**src/rtl/multi_pulse_window_detect.sv**
```systemverilog
// ---------------------------------------------------------------------------
// multi_pulse_window_detect
//
// Purpose:
//   Multi-channel x/y pulse window detector. Each channel raises p_o when it
//   sees an x pulse, then Y_TARGET y pulses (MODE 0: exactly, MODE 1: at
//   least), then another x pulse. p_o is registered. It rises one clock after
//   the closing x and falls one clock after the next y pulse on that channel.
//   Channels are fully independent.
//
// Parameters:
//   NUM_CH   - number of channels (>=1)
//   Y_TARGET - y pulses required between two x pulses (>=1)
//   MODE     - 0 = exact count, 1 = at-least count
//
// Ports:
//   clk       - clock
//   reset     - asynchronous, active-high reset
//   x_i       - per-channel x pulse
//   y_i       - per-channel y pulse
//   clr_i     - per-channel synchronous clear (highest priority)
//   p_o       - per-channel registered detect flag
//   hit_cnt_o - per-channel 8-bit saturating hit count, channel n at
//               [8n+7:8n] (only with MULTI_PULSE_HIT_CNT_EN)
//
// Configuration macro:
//   MULTI_PULSE_HIT_CNT_EN - adds the per-channel hit counters and hit_cnt_o.
// ---------------------------------------------------------------------------
module multi_pulse_window_detect #(
    parameter int NUM_CH   = 4,
    parameter int Y_TARGET = 2,
    parameter int MODE     = 0
) (
    input  logic                  clk,
    input  logic                  reset,
    input  logic [NUM_CH-1:0]     x_i,
    input  logic [NUM_CH-1:0]     y_i,
    input  logic [NUM_CH-1:0]     clr_i,
`ifdef MULTI_PULSE_HIT_CNT_EN
    output logic [8*NUM_CH-1:0]   hit_cnt_o,
`endif
    output logic [NUM_CH-1:0]     p_o
);

    localparam int CNT_W = $clog2(Y_TARGET + 2);
    // SAT means "more than Y_TARGET y pulses seen"; the counter never wraps,
    // so an overlong window can never alias back onto a match.
    localparam logic [CNT_W-1:0] SAT = CNT_W'(Y_TARGET + 1);
    localparam logic [CNT_W-1:0] TGT = CNT_W'(Y_TARGET);

    typedef enum logic {
        UNARMED = 1'b0,
        ARMED   = 1'b1
    } arm_state_t;

    arm_state_t       arm_q [NUM_CH];
    arm_state_t       arm_d [NUM_CH];
    logic [CNT_W-1:0] cnt_q [NUM_CH];
    logic [CNT_W-1:0] cnt_d [NUM_CH];
    logic [NUM_CH-1:0] p_q;
    logic [NUM_CH-1:0] p_d;
    logic [NUM_CH-1:0] match;
    logic [NUM_CH-1:0] hit;

    // State registers for all channels.
    always_ff @(posedge clk or posedge reset) begin
        if (reset) begin
            for (int ch = 0; ch < NUM_CH; ch++) begin
                arm_q[ch] <= UNARMED;
                cnt_q[ch] <= '0;
            end
            p_q <= '0;
        end else begin
            for (int ch = 0; ch < NUM_CH; ch++) begin
                arm_q[ch] <= arm_d[ch];
                cnt_q[ch] <= cnt_d[ch];
            end
            p_q <= p_d;
        end
    end

    // Next-state logic. match/hit use the pre-update count, and a closing x
    // restarts the count immediately (a coincident y is the new window's first).
    always_comb begin
        for (int ch = 0; ch < NUM_CH; ch++) begin
            arm_d[ch] = arm_q[ch];
            cnt_d[ch] = cnt_q[ch];
            p_d[ch]   = p_q[ch];
            match[ch] = 1'b0;
            hit[ch]   = 1'b0;

            if (MODE == 1) begin
                match[ch] = (cnt_q[ch] >= TGT);
            end else begin
                match[ch] = (cnt_q[ch] == TGT);
            end
            hit[ch] = ~clr_i[ch] & (arm_q[ch] == ARMED) & x_i[ch] & match[ch];

            if (clr_i[ch]) begin
                arm_d[ch] = UNARMED;
                cnt_d[ch] = '0;
                p_d[ch]   = 1'b0;
            end else begin
                if (x_i[ch]) begin
                    arm_d[ch] = ARMED;
                    cnt_d[ch] = y_i[ch] ? CNT_W'(1) : '0;
                end else if (y_i[ch]) begin
                    cnt_d[ch] = (cnt_q[ch] == SAT) ? SAT : cnt_q[ch] + CNT_W'(1);
                end

                // A hit wins over a coincident y so back-to-back hits keep p high.
                if (hit[ch]) begin
                    p_d[ch] = 1'b1;
                end else if (y_i[ch]) begin
                    p_d[ch] = 1'b0;
                end
            end
        end
    end

    assign p_o = p_q;

`ifdef MULTI_PULSE_HIT_CNT_EN
    logic [7:0] hit_cnt_q [NUM_CH];
    logic [7:0] hit_cnt_d [NUM_CH];

    // Saturating hit counters, updated on the same edge as p_q.
    always_ff @(posedge clk or posedge reset) begin
        if (reset) begin
            for (int ch = 0; ch < NUM_CH; ch++) begin
                hit_cnt_q[ch] <= '0;
            end
        end else begin
            for (int ch = 0; ch < NUM_CH; ch++) begin
                hit_cnt_q[ch] <= hit_cnt_d[ch];
            end
        end
    end

    always_comb begin
        hit_cnt_o = '0;
        for (int ch = 0; ch < NUM_CH; ch++) begin
            hit_cnt_d[ch] = hit_cnt_q[ch];
            if (clr_i[ch]) begin
                hit_cnt_d[ch] = '0;
            end else if (hit[ch] && (hit_cnt_q[ch] != 8'hFF)) begin
                hit_cnt_d[ch] = hit_cnt_q[ch] + 8'd1;
            end
            hit_cnt_o[8*ch +: 8] = hit_cnt_q[ch];
        end
    end
`endif

endmodule

```
**config.mk**
```make
export PLATFORM = sky130hd
export DESIGN_NAME = multi_pulse_window_detect
export DESIGN_NICKNAME = d
export VERILOG_FILES = /design/src/rtl/multi_pulse_window_detect.sv
export SDC_FILE = /design/constraint.sdc
export NUM_CORES = 1
export LEC_CHECK = 0
export ABC_AREA = 0
export CORE_MARGIN = 10
export CORE_UTILIZATION = 41
export DETAILED_ROUTE_END_ITERATION = 16
export PLACE_DENSITY = 0.82
export SETUP_SLACK_MARGIN = 0.05
export SLEW_MARGIN = 5
export SYNTH_ARGS = -nofsm -noshare
export SYNTH_HDL_FRONTEND = slang
export SYNTH_SLANG_ARGS = --single-unit
export TNS_END_PERCENT = 50
```
**constraint.sdc**
```tcl
create_clock -name clk -period 1 [get_ports clk]
set_clock_uncertainty 0.2 [all_clocks]
set_input_delay 0.15 -clock clk [delete_from_list [all_inputs] [get_ports clk]]
set_output_delay 0.15 -clock clk [all_outputs]
set_load 0.1 [all_outputs]
```
==> metrics.md, run 1 <==
| Metric | Value |
|---|---|
| Core area | 1560 µm² |
| Failing checks | negative hold slack, negative setup slack |
| Global-route wire length before repair | 2460 µm |
| DRT Pass-1 Iters | 4 |
| Status | finished with violations |
| Port Buf Inserts | 17 |
| I/O pin cnt | 18 |
| Post-Syn Nets | 75 |
| Internal Power | slightly below 1 mW |
| Min-delay worst type | input pin to async pin |
| Worst-path maximum fanout | 2 |
| CTS clock-pin slew for the worst setup and hold paths | 0.10 ns |
| Tcrit/Tclk final | 132% |
| Clock tree buffer depth | 2 |
| Gr ovfl total | 0 |
| Critical Path Slowest Stage Cell | dfrtp_4 |
| Largest net degree at the start of global routing | 11 |
| VDD IR max | 0.946 mV |
| Min Clock Period, post-route | 1.32 ns |
| Yosys warning total | 0 |
| Die W | 61.3 µm |
| FF+latch count, synth | 16 |
| TritonCTS clock tree | built |
| CP delay by family, top | flip-flops |
| Switching share of total power | between 20% and 30% |
| Leakage | about 0.45 nW |
| H-tree levels | 1 |
| GRT Util Overall | 9.11% |
| FF-to-FF End | cnt_q[2] |
| Slew @ Worst Pin | roughly 0.18 ns |
| Final-report hold violation count | 16 |
| Final WS setup | -0.319 ns |
| Worst stage delay on the critical path | 0.50 ns |
| Row Count | 14 |
| Logic pwr share | 12.9% |
| Area grow syn2layout | 47.8% |
| R2R Setup Slk | -0.10 ns |
| DIE AREA | 3760 µm² |
| Routed wire length | about 1500 µm |
| Vias in the first global route | 574 |
| Seq pwr share | 53.6% |
| WHS | -0.0687 ns |
| Nets | 103 |
| Initial DRC count | 5 |
| Die Y | 61.3 µm |
| Final ANT Viol Nets | 0 |
| CTS root buffer | clkbuf_4 |
| Seq/Total Area, Yosys | 57.2% |
| Worst skew pair latency | between 0.2 and 0.3 ns |
| Syn Inst Count | 61 |
| Cell Area, Synth | 699 µm² |
| DR vias/cell | 5.20 |
| Antenna diodes | 0 |
| Slew headroom | 87.8% |
| Clock buffer count from CTS | 3 |
| CP endpoint kind | output pin |
| Average cell area after synthesis | between 10 and 15 µm² |
| FF-to-FF path depth | 2 |
| Chain of cells forming the critical path | buf_12 |
| Buf+Inv Stages, Crit Path | 1 |
| Sw power | 0.301 mW |
| CP required | ~0.65 ns |
| R2R Path Start | cnt_q[2] |
| Power per Cell Area | 1250 nW/µm² |
| Clk pwr share | between 30% and 40% |
| Count of pins over their slew limit | 0 |
| Top cell type's share of synthesized area | a little under three fifths |
| Synth area leader | dfrtp_1 |
| Final setup vio count | 10 |
| Startpoint Class | flip-flop |
| Area post-placement | around 1000 µm² |
| Max-cap violation count | 0 |
| GPL Wtd Cong | 0.790 |
| Starting Density | 44.9% |
| Ranking of synthesized cells by area | dfrtp_1 (57%), a211oi_2 (7.2%), and4bb_1 (7.2%), a21oi_1 (5.7%), nand4b_1 (5.0%) |
| DP Wirelength | 1160 µm |
| Fmax | around 0.76 GHz |
| Final Cell Area | 1030 µm² |
| Total setup buffers inserted after CTS | 0 |
| Type of the worst setup path | flip-flop to output pin |
| Via count | 541 |
| Routed length per placed instance | 14.2 µm |
| Worst EP arrival | 0.97 ns |
| Yosys cell types | 10 |
| # clock sinks | 16 |
| Detailed-route DRC error count | 0 |
| RSZ-0062 raised after global routing | yes |
| Layout cells sized above 1 | 27.3% |
| Initial antenna violation count | 0 |
==> metrics by stage <==
| stage | setup slack (ns) | instances | TNS [ns] | utilization, % | power [mW] |
|---|---|---|---|---|---|
| final | -0.319 | 104 | -1.64 | 66.3 | 1.29 |
| after global routing | -0.359 | 104 | -2.22 | 66.3 | 1.37 |
| after CTS | -0.324 | 104 | -1.68 | 65.7 | 1.30 |
| after detailed placement | -0.408 | 100 | -4.15 | 63.5 | 0.872 |
| after global placement | -0.371 | 100 | -3.92 | 63.5 | 0.866 |
| after floorplan | -0.0877 | 61 | -0.525 | - | 0.766 |
==> power by group through the flow <==
stage | Combinational [mW] | Clock, mW | Sequential, mW
floorplan | 0.0624 | 0 | 0.704
detailed placement | 0.167 | 0 | 0.704
finish | 0.167 | 0.434 | 0.692
CTS | 0.168 | 0.441 | 0.692
global placement | 0.163 | 0 | 0.703
global route | 0.185 | 0.487 | 0.696
==> worst max path at each step <==
stage | startpoint | endpoint | slack, ns | cells after the start
floorplan | p_o[0] | p_o[0] | -0.09 | 2
global placement | x_i[3] | cnt_q[0] | -0.37 | 3
detailed placement | x_i[3] | cnt_q[0] | -0.41 | 3
CTS | p_o[0] | p_o[0] | -0.32 | 1
global route | p_o[1] | p_o[1] | -0.36 | 1
finish | p_o[0] | p_o[0] | -0.32 | 1
==> kinds of logic (layout without fill, tap and decap cells) <==
kind of cell,count (synthesis),count (layout),synth area share (%)
simple gates,28,28,27.2
flops,16,16,57.2
compound gates,12,12,12.9
buf+inv,5,32,2.68
==> what timing repair did <==
action | CTS | global route
pin swaps | 12 | 0
hold endpoints to repair | 16 | 16
gates resized for setup | 1 | 2
setup endpoints to repair | 13 | 17
==> layout make-up <==
cell class                 count  area, µm²
timing repair buffer          23        254
clock buffer                   4       36.3
fill                         123        526
multi-input combinational     40        289
inverter                       5       18.8
sequential                    16        415
tap                           16       20.0
==> metal layers <==
metal	routed length, µm	up-vias	share of wire [%]	track usage [%]
met2	715	13	49	14.6
met4	54	0	3.7	8.79
met3	84	4	5.7	2.26
met5	0	-	0	0
met1	618	256	42	9.51
li1	-	268	-	-
==> flip-flops by register name, summed over array words and instances (netlist names) <==
name,count
cnt_q,8
arm_q,4
p_o,4
==> synthesized netlist by cell type <==
library cell and number:
and4bb_1 4, a211oi_2 4, nor3_1 4, nand2b_1 4
dfrtp_1 16, nand4b_1 4, a21oi_1 8, or2b_1 4
inv_1 5, nor2_1 8
==> cell usage in the layout, fill, tap and decap left out, drive strengths merged, types with 5 or more instances in the layout <==
| cell | instances |
|---|---|
| dfrtp | 16 |
| inv | 5 |
| a21oi | 8 |
| clkdlybuf4s50 | 12 |
| nor2 | 8 |
| buf | 10 |
(Power assumes the default switching activity.)
==> run 2: changes to the inputs <==
--- a/config.mk
+++ b/config.mk
@@ -6,10 +6,10 @@
 export NUM_CORES = 1
 export LEC_CHECK = 0
 export ABC_AREA = 0
-export CORE_MARGIN = 10
-export CORE_UTILIZATION = 41
+export CORE_UTILIZATION = 52
 export DETAILED_ROUTE_END_ITERATION = 16
-export PLACE_DENSITY = 0.82
+export DONT_BUFFER_PORTS = 1
+export PLACE_DENSITY = 0.8
 export SETUP_SLACK_MARGIN = 0.05
 export SLEW_MARGIN = 5
 export SYNTH_ARGS = -nofsm -noshare
==> metrics.md, run 2 (same netlist as run 1, synthesis figures left out) <==
| Metric | Value |
|---|---|
| Status | finished with violations (unchanged) |
| Failing checks | negative hold slack, negative setup slack (unchanged) |
| Final WS setup | -0.313 ns (was -0.319 ns) |
| Slew @ Worst Pin | 0.198 ns (was 0.183 ns) |
| Max-cap violation count | 0 (unchanged) |
| Power per Cell Area | 1180 nW/µm² (was 1250 nW/µm²) |
| Worst skew pair latency | 0.29 ns (about the same) |
| VDD IR max | 0.847 mV (was 0.946 mV) |
| Final ANT Viol Nets | 0 (unchanged) |
| Worst-path maximum fanout | 2 (unchanged) |
| Row Count | 12 (was 14) |
| TritonCTS clock tree | built (unchanged) |
| WP depth | 1 (unchanged) |
| Post-Layout Cell Count | 99 (was 104) |
| Type of the worst setup path | flip-flop to output pin (unchanged) |
| Layout cells sized above 1 | 24.7% (was 27.3%) |
| Layout fillers | 61 (was 123) |
| Tot Pwr | 1.21 mW (was 1.29 mW) |
| Buf+Inv Stages, Crit Path | 1 (unchanged) |
| Leakage | 0.499 nW (was 0.446 nW) |
| Count of pins over their slew limit | 0 (unchanged) |
| Min Clock Period, post-route | 1.31 ns (was 1.32 ns) |
| FF-to-FF path depth | 2 (unchanged) |
| R2R Path Start | cnt_q[6] (was cnt_q[2]) |
| Final-report hold violation count | 2 (was 16) |
| Clock tree buffer depth | 2 (unchanged) |
| Detailed-route DRC error count | 0 (unchanged) |
| DP Wirelength | 866 µm (was 1160 µm) |
| Clock buffer count from CTS | 3 (unchanged) |
| Top reg by flops | cnt_q (unchanged) |
| CTS Hold Bufs | 13 |
| GRT Util Overall | 27.0% (was 9.11%) |
| Routed length per placed instance | 17.0 µm (was 14.2 µm) |
| CP delay by family, top | flip-flops (unchanged) |
| Vias in the first global route | 610 (was 574) |
| Largest net degree at the start of global routing | 17 (was 11) |
| Die W | 38.7 µm (was 61.3 µm) |
| Startpoint Class | flip-flop (unchanged) |
| CTS clock-pin slew for the worst setup and hold paths | 0.09 ns (was 0.10 ns) |
| WHS Endpoint | cnt_q[3] |
| Worst EP arrival | 0.96 ns (was 0.97 ns) |
| CTS root buffer | clkbuf_4 (unchanged) |
| Tcrit/Tclk final | 131% (was 132%) |
| Multi-input gate area | 292 µm² (was 289 µm²) |
| H-tree levels | 1 (unchanged) |
| Antenna diodes | 0 (unchanged) |
| CP endpoint kind | output pin (unchanged) |
| CP required | 0.65 ns (about the same) |
| Routed wire length | 1680 µm (was 1470 µm) |
| I/O pin cnt | 18 (unchanged) |
| # clock sinks | 16 (unchanged) |
| Hold path start | x_i[2] |
| DR vias/cell | 5.87 (was 5.20) |
| DIE AREA | 1500 µm² (was 3760 µm²) |
| Slew headroom | 86.8% (was 87.8%) |
| Global-route wire length before repair | 2530 µm (was 2460 µm) |
| Core area | 1170 µm² (was 1560 µm²) |
| Critical Path Start | p_o[1] (was p_o[0]) |
| Worst stage delay on the critical path | 0.50 ns (about the same) |
| Placed Cells | 80 (was 100) |
| WHS | -0.0146 ns (was -0.0687 ns) |
| Port Buf Inserts | 0 (was 17) |
| Gr ovfl total | 0 (unchanged) |
| Die Y | 38.7 µm (was 61.3 µm) |
| Area post-placement | 820 µm² (was 990 µm²) |
| Initial antenna violation count | 0 (unchanged) |
| DRT Pass-1 Iters | 4 (unchanged) |
| Starting Density | 59.7% (was 44.9%) |
| Hold depth | 2 |
| Commonest non-fill, non-tap cells in the layout | dfrtp_1 (12), nor2_1 (8), dlymetal6s4s_1 (8) (was dfrtp_1 (12), clkdlybuf4s50_1 (12), nor2_1 (8), a21oi_1 (7), buf_4 (6)) |
| Final Cell Area | 1020 µm² (was 1030 µm²) |
| Largest register FFs | 8 (unchanged) |
| Area grow syn2layout | 46.2% (was 47.8%) |
| Critical Path Slowest Stage Cell | dfrtp_4 (unchanged) |
| Chain of cells forming the critical path | buf_12 (unchanged) |
| R2R Setup Slk | -0.15 ns (was -0.10 ns) |
| Min-delay worst type | input pin to flip-flop (was input pin to async pin) |
| Register area | 415 µm² (unchanged) |
| Final setup vio count | 11 (was 10) |
| Nets | 100 (was 103) |
| Initial DRC count | 8 (was 5) |
| Fmax | 0.762 GHz (was 0.758 GHz) |
| Via count | 581 (was 541) |
| Commonest non-fill, non-tap cell in the layout | dfrtp_1 |
| FF-to-FF End | cnt_q[6] (was cnt_q[2]) |
| RSZ-0062 raised after global routing | yes (unchanged) |
| GPL Wtd Cong | 0.676 (was 0.790) |
[run 2: cell type report]
type	count	share of cell area (%)
Sequential cell	16	40.6
Multi-Input combinational cell	40	28.5
Tap cell	14	1.71
Timing Repair Buffer	20	24.7
Clock buffer	4	2.57
Inverter	5	1.84
[run 2: worst max path at each step]
stage and to:
2_1_floorplan p_o[0], 3_3_place_gp cnt_q[0], 3_5_place_dp cnt_q[6], 4_1_cts p_o[0], 5_1_grt p_o[1], 6_report p_o[1]
[run 2: repair_timing]
item | 4_1_cts | 5_1_grt
setup endpoints to repair | 12 | 18
hold endpoints to repair | 32 | 1
gates resized for setup | 1 | 10
setup buffers | 1 | 1
pin swaps | 12 | 5
[run 2: through the flow]
stage / setup TNS [ns] / utilization [%] / worst slack (ns) / hold WS, ns
floorplan: -0.525 / - / -0.0877 / -0.136
global placement: -0.286 / 70.0 / -0.0884 / -0.142
detailed placement: -0.369 / 70.0 / -0.103 / -0.140
CTS: -1.91 / 84.3 / -0.315 / 0.00695
global route: -2.27 / 87.3 / -0.336 / -0.0164
finish: -1.82 / 87.3 / -0.313 / -0.0146
[run 2: report_power, final]
part           leakage, nW  switching (mW)  total [mW]  internal [mW]
sequential           0.204          0.0212       0.694          0.673
clock               0.0150           0.197       0.352          0.155
combinational        0.280          0.0757       0.165         0.0890
total                0.499           0.294        1.21          0.917
[run 2: per-layer routing]
| metal | part of all wire [%] | wire (µm) | up-vias | GRT usage [%] |
|---|---|---|---|---|
| met5 | 0 | 0 | - | 0 |
| met4 | 3.6 | 61 | 0 | 17.2 |
| met3 | 8.4 | 141 | 9 | 8.09 |
| met2 | 50 | 841 | 25 | 45.0 |
| met1 | 38 | 638 | 278 | 29.6 |
| li1 | - | - | 269 | - |
==> run 3: changes to the inputs <==
--- a/config.mk
+++ b/config.mk
@@ -6,12 +6,12 @@
 export NUM_CORES = 1
 export LEC_CHECK = 0
 export ABC_AREA = 0
-export CORE_UTILIZATION = 52
+export CORE_AREA = 2 2 39 41
 export DETAILED_ROUTE_END_ITERATION = 16
+export DIE_AREA = 0 0 41 43
 export DONT_BUFFER_PORTS = 1
-export PLACE_DENSITY = 0.8
+export PLACE_DENSITY = 0.78
 export SETUP_SLACK_MARGIN = 0.05
-export SLEW_MARGIN = 5
 export SYNTH_ARGS = -nofsm -noshare
 export SYNTH_HDL_FRONTEND = slang
 export SYNTH_SLANG_ARGS = --single-unit
==> constraint.sdc (replaced) <==
create_clock -name clk -period 1.6 [get_ports clk]
set_clock_uncertainty 0.2 [all_clocks]
set_input_delay 0.24 -clock clk [delete_from_list [all_inputs] [get_ports clk]]
set_output_delay 0.24 -clock clk [all_outputs]
set_load 0.1 [all_outputs]
==> metrics.md, run 3 (same netlist as run 1, synthesis figures left out) <==
| Metric | Value |
|---|---|
| CP required | 1.16 ns (was 0.65 ns) |
| GPL Wtd Cong | 0.710 (was 0.676) |
| Final setup vio count | 0 (was 11) |
| Critical Path Start | p_o[1] (unchanged) |
| VDD IR max | 0.430 mV (was 0.847 mV) |
| Initial antenna violation count | 0 (unchanged) |
| CTS root buffer | clkbuf_4 (unchanged) |
| Commonest non-fill, non-tap cells in the layout | dfrtp_1 (16), dlygate4sd3_1 (13), nor2_1 (8), a21oi_1 (8), inv_1 (5) (was dfrtp_1 (12), nor2_1 (8), dlymetal6s4s_1 (8)) |
| Count of pins over their slew limit | 0 (unchanged) |
| Type of the worst setup path | flip-flop to output pin (unchanged) |
| I/O pin cnt | 18 (unchanged) |
| Core area | 1380 µm² (was 1170 µm²) |
| Routed wire length | 1340 µm (was 1680 µm) |
| Via count | 517 (was 581) |
| CP endpoint | p_o[1] (unchanged) |
| Min Clock Period, post-route | approximately 1.4 ns |
| Met3 routed WL | 63 µm (was 141 µm) |
| Status | finished, final reports clean (was finished with violations) |
| Port Buf Inserts | 0 (unchanged) |
| # clock sinks | 16 (unchanged) |
| RSZ-0062 raised after global routing | no (was yes) |
| Slew headroom | 59.0% (was 86.8%) |
| WHS | 0.0292 ns (was -0.0146 ns) |
| GRT Util Overall | 18.9% (was 27.0%) |
| H-tree levels | 1 (unchanged) |
| Row Count | 14 (was 12) |
| DP Wirelength | 823 µm (was 866 µm) |
| Routed length per placed instance | 13.8 µm (was 17.0 µm) |
| Antenna diodes | 0 (unchanged) |
| Top reg by flops | cnt_q (unchanged) |
| Gr ovfl total | 0 (unchanged) |
| Min-delay worst type | input pin to flip-flop (unchanged) |
| Largest register FFs | 8 (unchanged) |
| DRT Pass-1 Iters | 4 (unchanged) |
| FF-to-FF End | cnt_q[6] (unchanged) |
| CP endpoint kind | output pin (unchanged) |
| Placed Cells | 81 (was 80) |
| Vias in the first global route | 552 (was 610) |
| Critical Path Slowest Stage Cell | dfrtp_1 (was dfrtp_4) |
| WP depth | 1 (unchanged) |
| Die Y | 43 µm (was 38.7 µm) |
| Area grow syn2layout | 29.0% (was 46.2%) |
| Commonest non-fill, non-tap cell in the layout | dfrtp_1 (unchanged) |
| Setup_tns | 0 ns (was -1.82 ns) |
| Post-Layout Cell Count | 97 (was 99) |
| Detailed-route DRC error count | 0 (unchanged) |
| Final ANT Viol Nets | 0 (unchanged) |
| Leakage | 0.409 nW (was 0.499 nW) |
| DRT met1 WL | 599 µm (was 638 µm) |
| CP delay by family, top | flip-flops (unchanged) |
| Tot Pwr | 0.718 mW (was 1.21 mW) |
| FF-to-FF path depth | 2 (unchanged) |
| Power per Cell Area | 796 nW/µm² (was 1180 nW/µm²) |
| WL met2 | 661 µm (was 841 µm) |
| R2R Setup Slk | 0.47 ns (was -0.15 ns) |
| R2R Path Start | cnt_q[6] (unchanged) |
| Worst stage delay on the critical path | 0.36 ns (was 0.50 ns) |
| Final-report hold violation count | 0 (was 2) |
| Fmax | 0.731 GHz |
| Layout cells sized above 1 | 13.6% (was 24.7%) |
| Starting Density | 50.5% (was 59.7%) |
| CTS clock-pin slew for the worst setup and hold paths | 0.09 ns (about the same) |
| Final core utilization | 65.2% (was 87.3%) |
| TritonCTS clock tree | built (unchanged) |
| Highest Signal Layer | met4 (unchanged) |
| DIE AREA | 1760 µm² (was 1500 µm²) |
| Max-cap violation count | 0 (unchanged) |
| Clock buffer count from CTS | 3 (unchanged) |
| DR vias/cell | 5.33 (was 5.87) |
| Worst-path maximum fanout | 2 (unchanged) |
| Nets | 97 (was 100) |
| Initial DRC count | 13 (was 8) |
| Slew @ Worst Pin | 0.614 ns (was 0.198 ns) |
| Global-route wire length before repair | 2180 µm (was 2530 µm) |
| Worst EP arrival | 0.93 ns (was 0.96 ns) |
| Clock tree buffer depth | 2 (unchanged) |
| Chain of cells forming the critical path | buf_4 (was buf_12) |
| Startpoint Class | flip-flop (unchanged) |
| Tcrit/Tclk final | between 80% and 90% |
| Buf+Inv Stages, Crit Path | 1 (unchanged) |
| Die W | 41 µm (was 38.7 µm) |
| Largest net degree at the start of global routing | 17 (unchanged) |
| Worst skew pair latency | 0.27 ns (was 0.29 ns) |
## run 3: layout make-up
class / instances / area [µm²]
Inverter: 5 / 18.8
Sequential cell: 16 / 400
Fill cell: 110 / 482
Multi-Input combinational cell: 40 / 280
Tap cell: 16 / 20.0
Clock buffer: 3 / 22.5
Timing Repair Buffer: 17 / 160
## run 3: where the power goes
part | total (mW) | internal (mW) | switching [mW]
registers | 0.432 | 0.421 | 0.0111
logic | 0.0849 | 0.0444 | 0.0405
clock network | 0.202 | 0.0871 | 0.114
## run 3: worst min path at each step
| stage | startpoint | depth (start not counted) | endpoint | slack [ns] |
|---|---|---|---|---|
| after floorplan | reset | 1 | arm_q[0] | -0.05 |
| after detailed placement | reset | 1 | cnt_q[0] | 0.03 |
| final | y_i[3] | 2 | cnt_q[0] | 0.03 |
| after CTS | y_i[3] | 2 | cnt_q[0] | 0.02 |
| after global placement | reset | 1 | p_o[1] | 0.03 |
| after global routing | y_i[3] | 2 | cnt_q[0] | 0.02 |
## run 3: per-stage QoR
stage,worst slack (ns),cell area (µm²)
4_1_cts,0.225,902
2_1_floorplan,0.188,699
3_3_place_gp,0.518,749
6_report,0.232,902
5_1_grt,0.177,902
3_5_place_dp,0.493,749
## run 3: metal layers
metal / track usage [%] / vias up
li1: - / 259
met1: 24.5 / 242
met2: 28.1 / 14
met3: 3.66 / 2
met4: 11.3 / 0
met5: 0 / -
## run 3: what timing repair did
| action | in CTS | in global routing |
|---|---|---|
| endpoints found under the setup margin | 0 | 0 |
| buffers inserted | 0 | 0 |
| hold buffers | 13 | 0 |
| resized for setup | 0 | 0 |
| endpoints found under the hold margin | 32 | 0 |
